$ cat config.mk
export PLATFORM = sky130hd
export DESIGN_NAME = alu_pipe
export DESIGN_NICKNAME = d
export VERILOG_FILES = /design/src/rtl/alu_pipe_pkg.sv /design/src/rtl/alu_pipe_alu_comb.sv /design/src/rtl/alu_pipe.sv
export SDC_FILE = /design/constraint.sdc
export NUM_CORES = 1
export LEC_CHECK = 0
export BUFFER_PORTS_ARGS = -buffer_cell sky130_fd_sc_hd__buf_2
export CORE_AREA = 4 4 145 147
export CTS_CLUSTER_SIZE = 14
export DETAILED_ROUTE_END_ITERATION = 8
export DIE_AREA = 0 0 149 151
export HOLD_SLACK_MARGIN = 0.02
export PLACE_DENSITY = 0.95
export SYNTH_ARGS = -nofsm -noshare
export SYNTH_HDL_FRONTEND = slang
export SYNTH_HIERARCHICAL = 1
export SYNTH_SLANG_ARGS = --single-unit
$ cat constraint.sdc
create_clock -name clk -period 13.81 [get_ports clk]
set_clock_uncertainty 0.05 [all_clocks]
set_input_delay 2.762 -clock clk [delete_from_list [all_inputs] [get_ports clk]]
set_output_delay 2.762 -clock clk [all_outputs]
set_load 0.05 [all_outputs]
$ cat src/rtl/alu_pipe_pkg.sv
// rtl/alu_pipe_pkg.sv - shared command codes, status bit indices and FSM states for alu_pipe
package alu_pipe_pkg;

  localparam logic [3:0] CMD_MOV = 4'b0001;
  localparam logic [3:0] CMD_ADD = 4'b0010;
  localparam logic [3:0] CMD_ADC = 4'b0011;
  localparam logic [3:0] CMD_SUB = 4'b0100;
  localparam logic [3:0] CMD_SBC = 4'b0101;
  localparam logic [3:0] CMD_AND = 4'b0110;
  localparam logic [3:0] CMD_ORR = 4'b0111;
  localparam logic [3:0] CMD_EOR = 4'b1000;
  localparam logic [3:0] CMD_MVN = 4'b1001;
  localparam logic [3:0] CMD_MUL = 4'b1010;

  localparam int ST_N = 3;
  localparam int ST_Z = 2;
  localparam int ST_C = 1;
  localparam int ST_V = 0;

  typedef enum logic {
    IDLE    = 1'b0,
    MUL_RUN = 1'b1
  } state_t;

  function automatic logic [3:0] make_status(input logic n, input logic z,
                                             input logic c, input logic v);
    logic [3:0] s;
    s       = '0;
    s[ST_N] = n;
    s[ST_Z] = z;
    s[ST_C] = c;
    s[ST_V] = v;
    return s;
  endfunction

endpackage

$ cat src/rtl/alu_pipe_alu_comb.sv
// rtl/alu_pipe_alu_comb.sv - combinational single-cycle ALU ops and NZCV generation
module alu_comb
  import alu_pipe_pkg::*;
#(
  parameter int WIDTH = 32
) (
  input  logic [WIDTH-1:0] a,
  input  logic [WIDTH-1:0] b,
  input  logic [3:0]       cmd,
  input  logic             carry_in,
  output logic [WIDTH-1:0] res,
  output logic [3:0]       status
);

  logic [WIDTH:0]   sum;
  logic [WIDTH-1:0] opb;
  logic             is_sub;
  logic             cin;
  logic             c;
  logic             v;
  logic             known;

  // Subtraction is A + ~B + cin, so the carry out is directly "no borrow".
  always_comb begin
    is_sub = (cmd == CMD_SUB) || (cmd == CMD_SBC);
    opb    = is_sub ? ~b : b;
    if ((cmd == CMD_ADC) || (cmd == CMD_SBC)) begin
      cin = carry_in;
    end else begin
      cin = is_sub;
    end
    sum    = {1'b0, a} + {1'b0, opb} + (WIDTH+1)'(cin);
    res    = '0;
    c      = carry_in;
    v      = 1'b0;
    known  = 1'b1;
    case (cmd)
      CMD_MOV: res = b;
      CMD_MVN: res = ~b;
      CMD_AND: res = a & b;
      CMD_ORR: res = a | b;
      CMD_EOR: res = a ^ b;
      CMD_ADD, CMD_ADC, CMD_SUB, CMD_SBC: begin
        res = sum[WIDTH-1:0];
        c   = sum[WIDTH];
        v   = (a[WIDTH-1] == opb[WIDTH-1]) && (sum[WIDTH-1] != a[WIDTH-1]);
      end
      default: known = 1'b0;
    endcase
    if (known) begin
      status = make_status(res[WIDTH-1], res == '0, c, v);
    end else begin
      status = '0;
    end
  end

endmodule

$ cat src/rtl/alu_pipe.sv
// rtl/alu_pipe.sv - handshaked execute-stage ALU with registered NZCV and iterative multiply
module alu_pipe
  import alu_pipe_pkg::*;
#(
  parameter int WIDTH  = 32,
  parameter bit MUL_EN = 1'b1
) (
  input  logic             clk,
  input  logic             rst,
  input  logic             in_valid,
  output logic             in_ready,
  input  logic [WIDTH-1:0] val1,
  input  logic [WIDTH-1:0] val2,
  input  logic [3:0]       exec_cmd,
  input  logic             carry_in,
  output logic             out_valid,
  input  logic             out_ready,
  output logic [WIDTH-1:0] alu_res,
  output logic [3:0]       status,
  output logic             busy
);

  localparam int CW = $clog2(WIDTH + 1);

  state_t           state, state_n;
  logic [CW-1:0]    cnt, cnt_n;
  logic [WIDTH-1:0] mcand, mcand_n;
  logic [WIDTH-1:0] mplier, mplier_n;
  logic [WIDTH-1:0] acc, acc_n;
  logic [WIDTH-1:0] step_acc;
  logic [WIDTH-1:0] comb_res, res_n;
  logic [3:0]       comb_status, status_n;
  logic             out_valid_n;
  logic             in_fire;
  logic             out_fire;
  logic             is_mul;

  alu_comb #(.WIDTH(WIDTH)) u_alu_comb (
    .a        (val1),
    .b        (val2),
    .cmd      (exec_cmd),
    .carry_in (carry_in),
    .res      (comb_res),
    .status   (comb_status)
  );

  assign in_ready = (state == IDLE) && (!out_valid || out_ready);
  assign in_fire  = in_valid && in_ready;
  assign out_fire = out_valid && out_ready;
  assign is_mul   = MUL_EN && (exec_cmd == CMD_MUL);
  assign busy     = (state == MUL_RUN);
  assign step_acc = mplier[0] ? acc + mcand : acc;

  always_comb begin
    state_n     = state;
    cnt_n       = cnt;
    mcand_n     = mcand;
    mplier_n    = mplier;
    acc_n       = acc;
    res_n       = alu_res;
    status_n    = status;
    out_valid_n = out_valid;
    case (state)
      IDLE: begin
        if (out_fire) out_valid_n = 1'b0;
        if (in_fire) begin
          if (is_mul) begin
            state_n  = MUL_RUN;
            cnt_n    = CW'(WIDTH);
            mcand_n  = val1;
            mplier_n = val2;
            acc_n    = '0;
          end else begin
            res_n       = comb_res;
            status_n    = comb_status;
            out_valid_n = 1'b1;
          end
        end
      end
      MUL_RUN: begin
        // out_valid is always low here: a MUL is only accepted once the old result is gone.
        acc_n    = step_acc;
        mcand_n  = mcand << 1;
        mplier_n = mplier >> 1;
        cnt_n    = cnt - 1'b1;
        if (cnt == CW'(1)) begin
          state_n     = IDLE;
          res_n       = step_acc;
          status_n    = make_status(step_acc[WIDTH-1], step_acc == '0, 1'b0, 1'b0);
          out_valid_n = 1'b1;
        end
      end
      default: state_n = IDLE;
    endcase
  end

  always_ff @(posedge clk) begin
    if (rst) begin
      state     <= IDLE;
      cnt       <= '0;
      mcand     <= '0;
      mplier    <= '0;
      acc       <= '0;
      alu_res   <= '0;
      status    <= '0;
      out_valid <= 1'b0;
    end else begin
      state     <= state_n;
      cnt       <= cnt_n;
      mcand     <= mcand_n;
      mplier    <= mplier_n;
      acc       <= acc_n;
      alu_res   <= res_n;
      status    <= status_n;
      out_valid <= out_valid_n;
    end
  end

endmodule

# Word level (Yosys, flattened, before mapping)
# Cells that the tools add are included.
[totals] regBits=140 inputBits=73 out_inout_bits=39 wordCells=85
[classes] n_addsub=4 n_eq_ne=17 n_mux=37 bitwise=5 reduce_logical=14
[op_table] operator="32-bit 2-to-1 mux" n=11
[op_table] operator="32-bit case mux with 2 select lines" n=4
[op_table] operator="32-bit case mux with 6 select lines" n=1
[op_table] operator="32-bit zero test" n=2
[op_table] operator="32-bit by 32-bit adder with 33-bit output" n=1
[op_table] operator="33-bit by 1-bit adder with 33-bit output" n=1
[op_table] operator="32-bit adder" n=1
[op_table] operator="32-bit bitwise AND" n=1
[op_table] operator="32-bit inverter" n=1
[op_table] operator="32-bit bitwise OR" n=1
[op_table] operator="32-bit bitwise XOR" n=1
[op_table] operator="4-bit by 3-bit == test with 1-bit output, second input constant" n=4
[op_table] operator="4-bit 2-to-1 mux" n=4
[op_table] operator="4-bit == test, second input constant" n=3
[op_table] operator="6-bit 2-to-1 mux" n=2
[op_table] operator="6-bit case mux with 2 select lines" n=1
[op_table] operator="1-bit 2-to-1 mux" n=11
[op_table] operator="9-bit OR reduction" n=1
[op_table] operator="4-bit by 2-bit == test with 1-bit output, second input constant" n=2
[op_table] operator="4-bit case mux with 2 select lines" n=1
[op_table] operator="6-bit by 1-bit == test with 1-bit output, second input constant" n=1
[op_table] operator="2-bit inequality test, second input constant" n=3
[op_table] operator="6-bit by 1-bit subtractor with 6-bit output, second input constant" n=1
[op_table] operator="4-bit by 1-bit == test with 1-bit output, second input constant" n=1
[op_table] operator="other kinds (11)" n=17

# Depth between registers and ports, before layout
[logic_depth] ltp_word=12 depth_mapped=24 mapped_depth_nobuf=19

# By module
# Netlist, hierarchy kept.
[by_module_without_submodules] module="alu_pipe" instances=1 cells_per_inst=1024 area_per_inst_um2=7866.3 seq_area_each_um2=2802.7
[by_module_without_submodules] module="alu_comb" instances=1 cells_per_inst=676 area_per_inst_um2=4838.4 seq_area_each_um2=0.0

# Least setup slack after synthesis
# Ideal clock, no wire load.
[synth_timing] kind="input to register" startpoint="input port exec_cmd[3]" endpoint="register status[2]" setup_time_ns=0.059 t_arrival_ns=8.595 required_ns=13.701 slack_ns=5.105 cell_stages=24 path_buffers=6 path_cell_list="clkbuf_8 -> buf_2 -> buf_2 -> buf_2 -> buf_1 -> nor3_1 -> clkbuf_1 -> xnor2_1 -> fa_1 -> inv_1 -> fa_1 -> nand2b_2 -> a21oi_4 -> o211a_1 -> o21ai_1 -> a211oi_2 -> o211ai_4 -> or4_1 -> or4_1 -> or4_1 -> a211oi_2 -> nand3_1 -> a21oi_1 -> a41o_1"
[synth_between] elab_chain_cells=11 elab_cells_between_ends=27 cone_classes="2 x add/sub; 11 x eq/ne; 8 x mux; 6 x reduce/logical"
[synth_rtl] element="start: declaration" line="alu_pipe.sv:14" text="input logic [3:0] exec_cmd,"
[synth_rtl] element="4-bit by 3-bit == test with 1-bit output, on equally long branches" line="alu_pipe_alu_comb.sv:25, alu_pipe_alu_comb.sv:37, alu_pipe_alu_comb.sv:27"
[synth_rtl] element="1-bit logical OR" line="alu_pipe_alu_comb.sv:25" text="is_sub = (cmd == CMD_SUB) || (cmd == CMD_SBC);"
[synth_rtl] element="32-bit 2-to-1 mux" line="alu_pipe_alu_comb.sv:26" text="opb = is_sub ? ~b : b;"
[synth_rtl] element="32-bit by 32-bit adder with 33-bit output" line="alu_pipe_alu_comb.sv:32" text="sum = {1'b0, a} + {1'b0, opb} + (WIDTH+1)'(cin);"
[synth_rtl] element="33-bit by 1-bit adder with 33-bit output" line="alu_pipe_alu_comb.sv:32"
[synth_rtl] element="32-bit case mux with 6 select lines (*)" line="alu_pipe_alu_comb.sv:37" text="case (cmd)"
[synth_rtl] element="net comb_res[24]" line="alu_pipe.sv:31" text="logic [WIDTH-1:0] comb_res, res_n;"
[synth_rtl] element="32-bit zero test (*)" line="alu_pipe_alu_comb.sv:51" text="status = make_status(res[WIDTH-1], res == '0, c, v);"
[synth_rtl] element="4-bit 2-to-1 mux (*)" line="alu_pipe_alu_comb.sv:50" text="if (known) begin"
[synth_rtl] element="net comb_status[2]" line="alu_pipe.sv:32" text="logic [3:0] comb_status, status_n;"
[synth_rtl] element="4-bit 2-to-1 mux (*)" line="alu_pipe.sv:67" text="if (is_mul) begin"
[synth_rtl] element="4-bit 2-to-1 mux (*)" line="alu_pipe.sv:66" text="if (in_fire) begin"
[synth_rtl] element="4-bit case mux with 2 select lines (*)" line="alu_pipe.sv:63" text="case (state)"
[synth_rtl] element="end signal: assignment" line="alu_pipe.sv:114" text="status <= status_n;"
[synth_rtl] element="end: declaration" line="alu_pipe.sv:19" text="output logic [3:0] status,"
# Mark *: on every way through the listed nets, which the timed path passes. The rest lies on a longest branch. The select of a mux whose other input is x is not followed.
# A chain may end at the register's enable or synchronous reset.

# Final worst setup path
# Same ends and word-level chain as after synthesis.

==> metrics.md <==
| Metric | Value |
|---|---|
| Synth Cell Area | 0.0127 mm2 |
| Synth Register Bits | 140 |
| Max stage delay cell, worst path | buf_4 |
| Top cells by area, synth | dfxtp_1 (22%), ha_1 (13%), a21oi_1 (8.9%) |
| Least-Margin Pin Slew | 1.11 ns |
| Clk Tree Root Cell | clkbuf_16 |
| Hold Vio Cnt, Final | 0 |
| Nets | around 1900 |
| Seq/Total Area, Yosys | 0.221 |
| Highest clock rate | 128 MHz |
| CTS Hold Bufs | 0 |
| Synth Flop Type | dfxtp_1 |
| RSZ-0062 raised after global routing | false |
| Fraction of power consumed by combinational cells | 0.296 |
| Cells after Synth | 1700 |
| Asr flop ratio synth | 0 |
| Setup CP Type | primary input to register |
| Post-DP HPWL | 30.5 mm |
| Top cell type by total area after synthesis | dfxtp_1 |
| Area delta synth->final | 8.55% |
| TritonCTS Sinks | 140 |
| Share of the synthesized area in the top cell type | 0.221 |
| Adder-Cell Fraction of Synth Area | 0.131 |
| Final worst path period share | 0.566 |
| Count of input and output buffers | 111 |
| Switching Power | between 400 and 500 uW |
| Routed wire per std cell | 20.7 um |
| WL final | 41.6 mm |
| Mean Syn Cell Area | roughly 7.5 um2 |
| Largest net degree at the start of global routing | 77 |
| Most frequent cell after synthesis | a21oi_1 |
| Routability congestion estimate | 0.992 |
| Vias in the first global route | between 10000 and 15000 |
| Setup-failing EPs final | 0 |
| CP top delay family | simple AND/OR/NAND/NOR gates |
| Slew Limit Fails | 0 |
| Num rows | 52 |
| DR pass1 iterations | 7 |
| Clk pwr share | 0.363 |
| Largest family of logic cells by synthesized area | compound AO/OA/AOI/OAI gates |
| Hold_ws | 0.410 ns |
| Fillers | 1652 |
| Min-delay worst type | register to register |
| Clock slew at reported path FFs | approximately 0.070 ns |
| Critical path capture point type | register |
| Die width | approximately 150 um |
| WP data arrival | 8.14 ns |
| Clk Latency, worst-skew pair | 0.43 ns |
| Startpoint types | primary input |
| Vias per cell | 6.63 |
| Net Sw Frac | 0.374 |
| Remaining antenna violation count after routing | 0 |
| Initial antenna violation count | 0 |
| Post-Synth XOR/XNOR Area | 0.0738 |
| Minimum clock period | 7.82 ns |
| Gr ovfl total | 0 |
| Remaining DRCs | 0 |
| Seq pwr share | 0.341 |
| Area of the multi-input gates | 0.00906 mm2 |
| PnR worst setup slack | 5.99 ns |
| H-tree depth | 4 |
| Slew Limit Headroom | 0.249 |
| Number of setup buffers added after CTS | 0 |
| Cell Pwr Density | 89.8 mW/mm2 |
| Ys Warns | 6 |
| Detailed-route via count | approximately 13000 |
| Placeable Area | about 0.020 mm2 |
| First-pass GRT wire length | 64.7 mm |
| Max-Cap Viols | 0 |
| Commonest cells in the netlist | a21oi_1 (225), nand2_1 (189), nor2_1 (147) |
| Buf/Inv on CP | 4 |
| Int Pwr | ~780 uW |
| Iter 0 DRT Violations | between 1500 and 2000 |
| Synth Area in Compound Gates | 0.286 |
| Setup slack at placement | 5.66 ns |
| Post-synthesis mux area share | 0.0216 |
| Max incr delay on CP | 0.55 ns |
| Initial Utilization | 0.638 |
| Total GRT Usage | 0.357 |
| CTS tree | done |
| Chip height | 151 um |
| Antenna cells | 0 |
| Clock buffer count from CTS | 17 |
| Post-CTS resize count | 0 |
| CP most frequent cell | or4_1 |
| CP Data Required Time | 14.13 ns |
| Post-synth net total | 1904 |
| Simple-Gate Fraction of Synth Area | 0.199 |
| Fin Setup TNS | 0 ns |
| Register area | 0.00281 mm2 |
| Worst path cell trace | buf_2 -> buf_4 -> nor3_2 -> buf_4 -> xnor2_1 -> fa_1 -> inv_1 -> fa_1 -> nand2b_2 -> a21oi_4 -> o211a_1 -> o21ai_1 -> a211oi_2 -> o211ai_4 -> or4_1 -> or4_1 -> or4_1 -> a211oi_2 -> nand3_1 -> a21oi_1 -> a41o_1 |
| Die ar. | 0.0225 mm2 |
| Share of layout cells above drive strength 1 | 0.124 |
| Crit-path max FO | 46 |
| Number of flops mapped to enable cells by yosys | 0 |
| Status | completed |
| VDD IR-drop max | 83.5 uV |
| Distinct cells, synth | 96 |
| P_leak | 0.00579 uW |
| Clk buf depth | 2 |
| Number of I/O pins | about 110 |
==> cell families after synthesis <==
logic type,count (synthesis)
xor+xnor,107
flops,140
fa+ha+maj,131
buf+inv,208
mux,26
simple gates,535
compound gates,553
==> cell usage in the layout (no fill, tap or decap), types with 14 or more instances in the layout <==
master	count
a21oi_1	225
nand2_1	189
nor2_1	146
dfxtp_1	138
ha_1	128
buf_2	110
inv_1	90
xnor2_1	74
o21ai_0	64
a22oi_1	58
xor2_1	33
nand3_1	32
nor3_1	25
a211oi_1	24
nand4_1	24
nor2b_1	21
nand2b_1	18
a21o_1	18
buf_4	18
clkbuf_16	17
o21a_1	16
mux2i_1	15
a222oi_1	14
==> area by class of cell <==
type / instances / area share
clock buffers: 18 / 0.0311
flip-flops and latches: 140 / 0.204
well taps: 270 / 0.0245
inverters: 91 / 0.0248
multi-input cells: 1352 / 0.657
clock inverters: 14 / 0.00898
repair buffers: 128 / 0.0497
==> per-stage QoR <==
step,cells,cell area [um2],power [uW],util
after floorplan,1700,12700,686,-
after global placement,1981,13200,779,0.665
after detailed placement,1981,13200,786,0.665
after CTS,2013,13800,1230,0.693
after global routing,2013,13800,1290,0.693
final,2013,13800,1240,0.693
==> layer usage <==
metal / GRT usage / up-vias / share of wire
li1: - / 6181 / -
met1: 0.491 / 6281 / 0.42
met2: 0.566 / 763 / 0.45
met3: 0.0652 / 128 / 0.097
met4: 0.119 / 0 / 0.035
met5: 0 / - / 0
==> power by group through the flow <==
stage | Sequential (uW) | Clock (uW) | Combinational (uW)
2_1_floorplan | 459 | 0 | 226
3_3_place_gp | 431 | 0 | 348
3_5_place_dp | 432 | 0 | 355
4_1_cts | 422 | 448 | 357
5_1_grt | 424 | 468 | 393
6_report | 423 | 450 | 366
==> state kept, by name (all words and copies together), names as in the netlist <==
| name | flops |
|---|---|
| acc | 32 |
| alu_res | 32 |
| mcand | 32 |
| mplier | 32 |
| cnt | 6 |
| status | 4 |
| busy | 1 |
| out_valid | 1 |
==> path summary, 6_finish.rpt <==
kind / from / endpoint / slack [ns] / cells after the start
max: exec_cmd[3] / status[2] / 5.99 / 21
min: mplier[6] / mplier[6] / 0.41 / 2
max reg2reg: mcand[0] / status[2] / 9.82 / 12
min reg2reg: mplier[6] / mplier[6] / 0.41 / 2
==> worst reg2reg max path, stage by stage, from the launching register on <==
cell	delay, ns
dfxtp_1	0.34
ha_1	0.27
fa_1	0.44
a211oi_1	0.25
o21a_2	0.24
o221ai_1	0.24
nor4bb_1	0.21
nor4_1	0.58
nand4_1	0.20
nor4b_1	0.44
nand4_1	0.23
nor4_1	0.24
a41o_1	0.22
No activity file was read; power rests on OpenSTA's default activity.
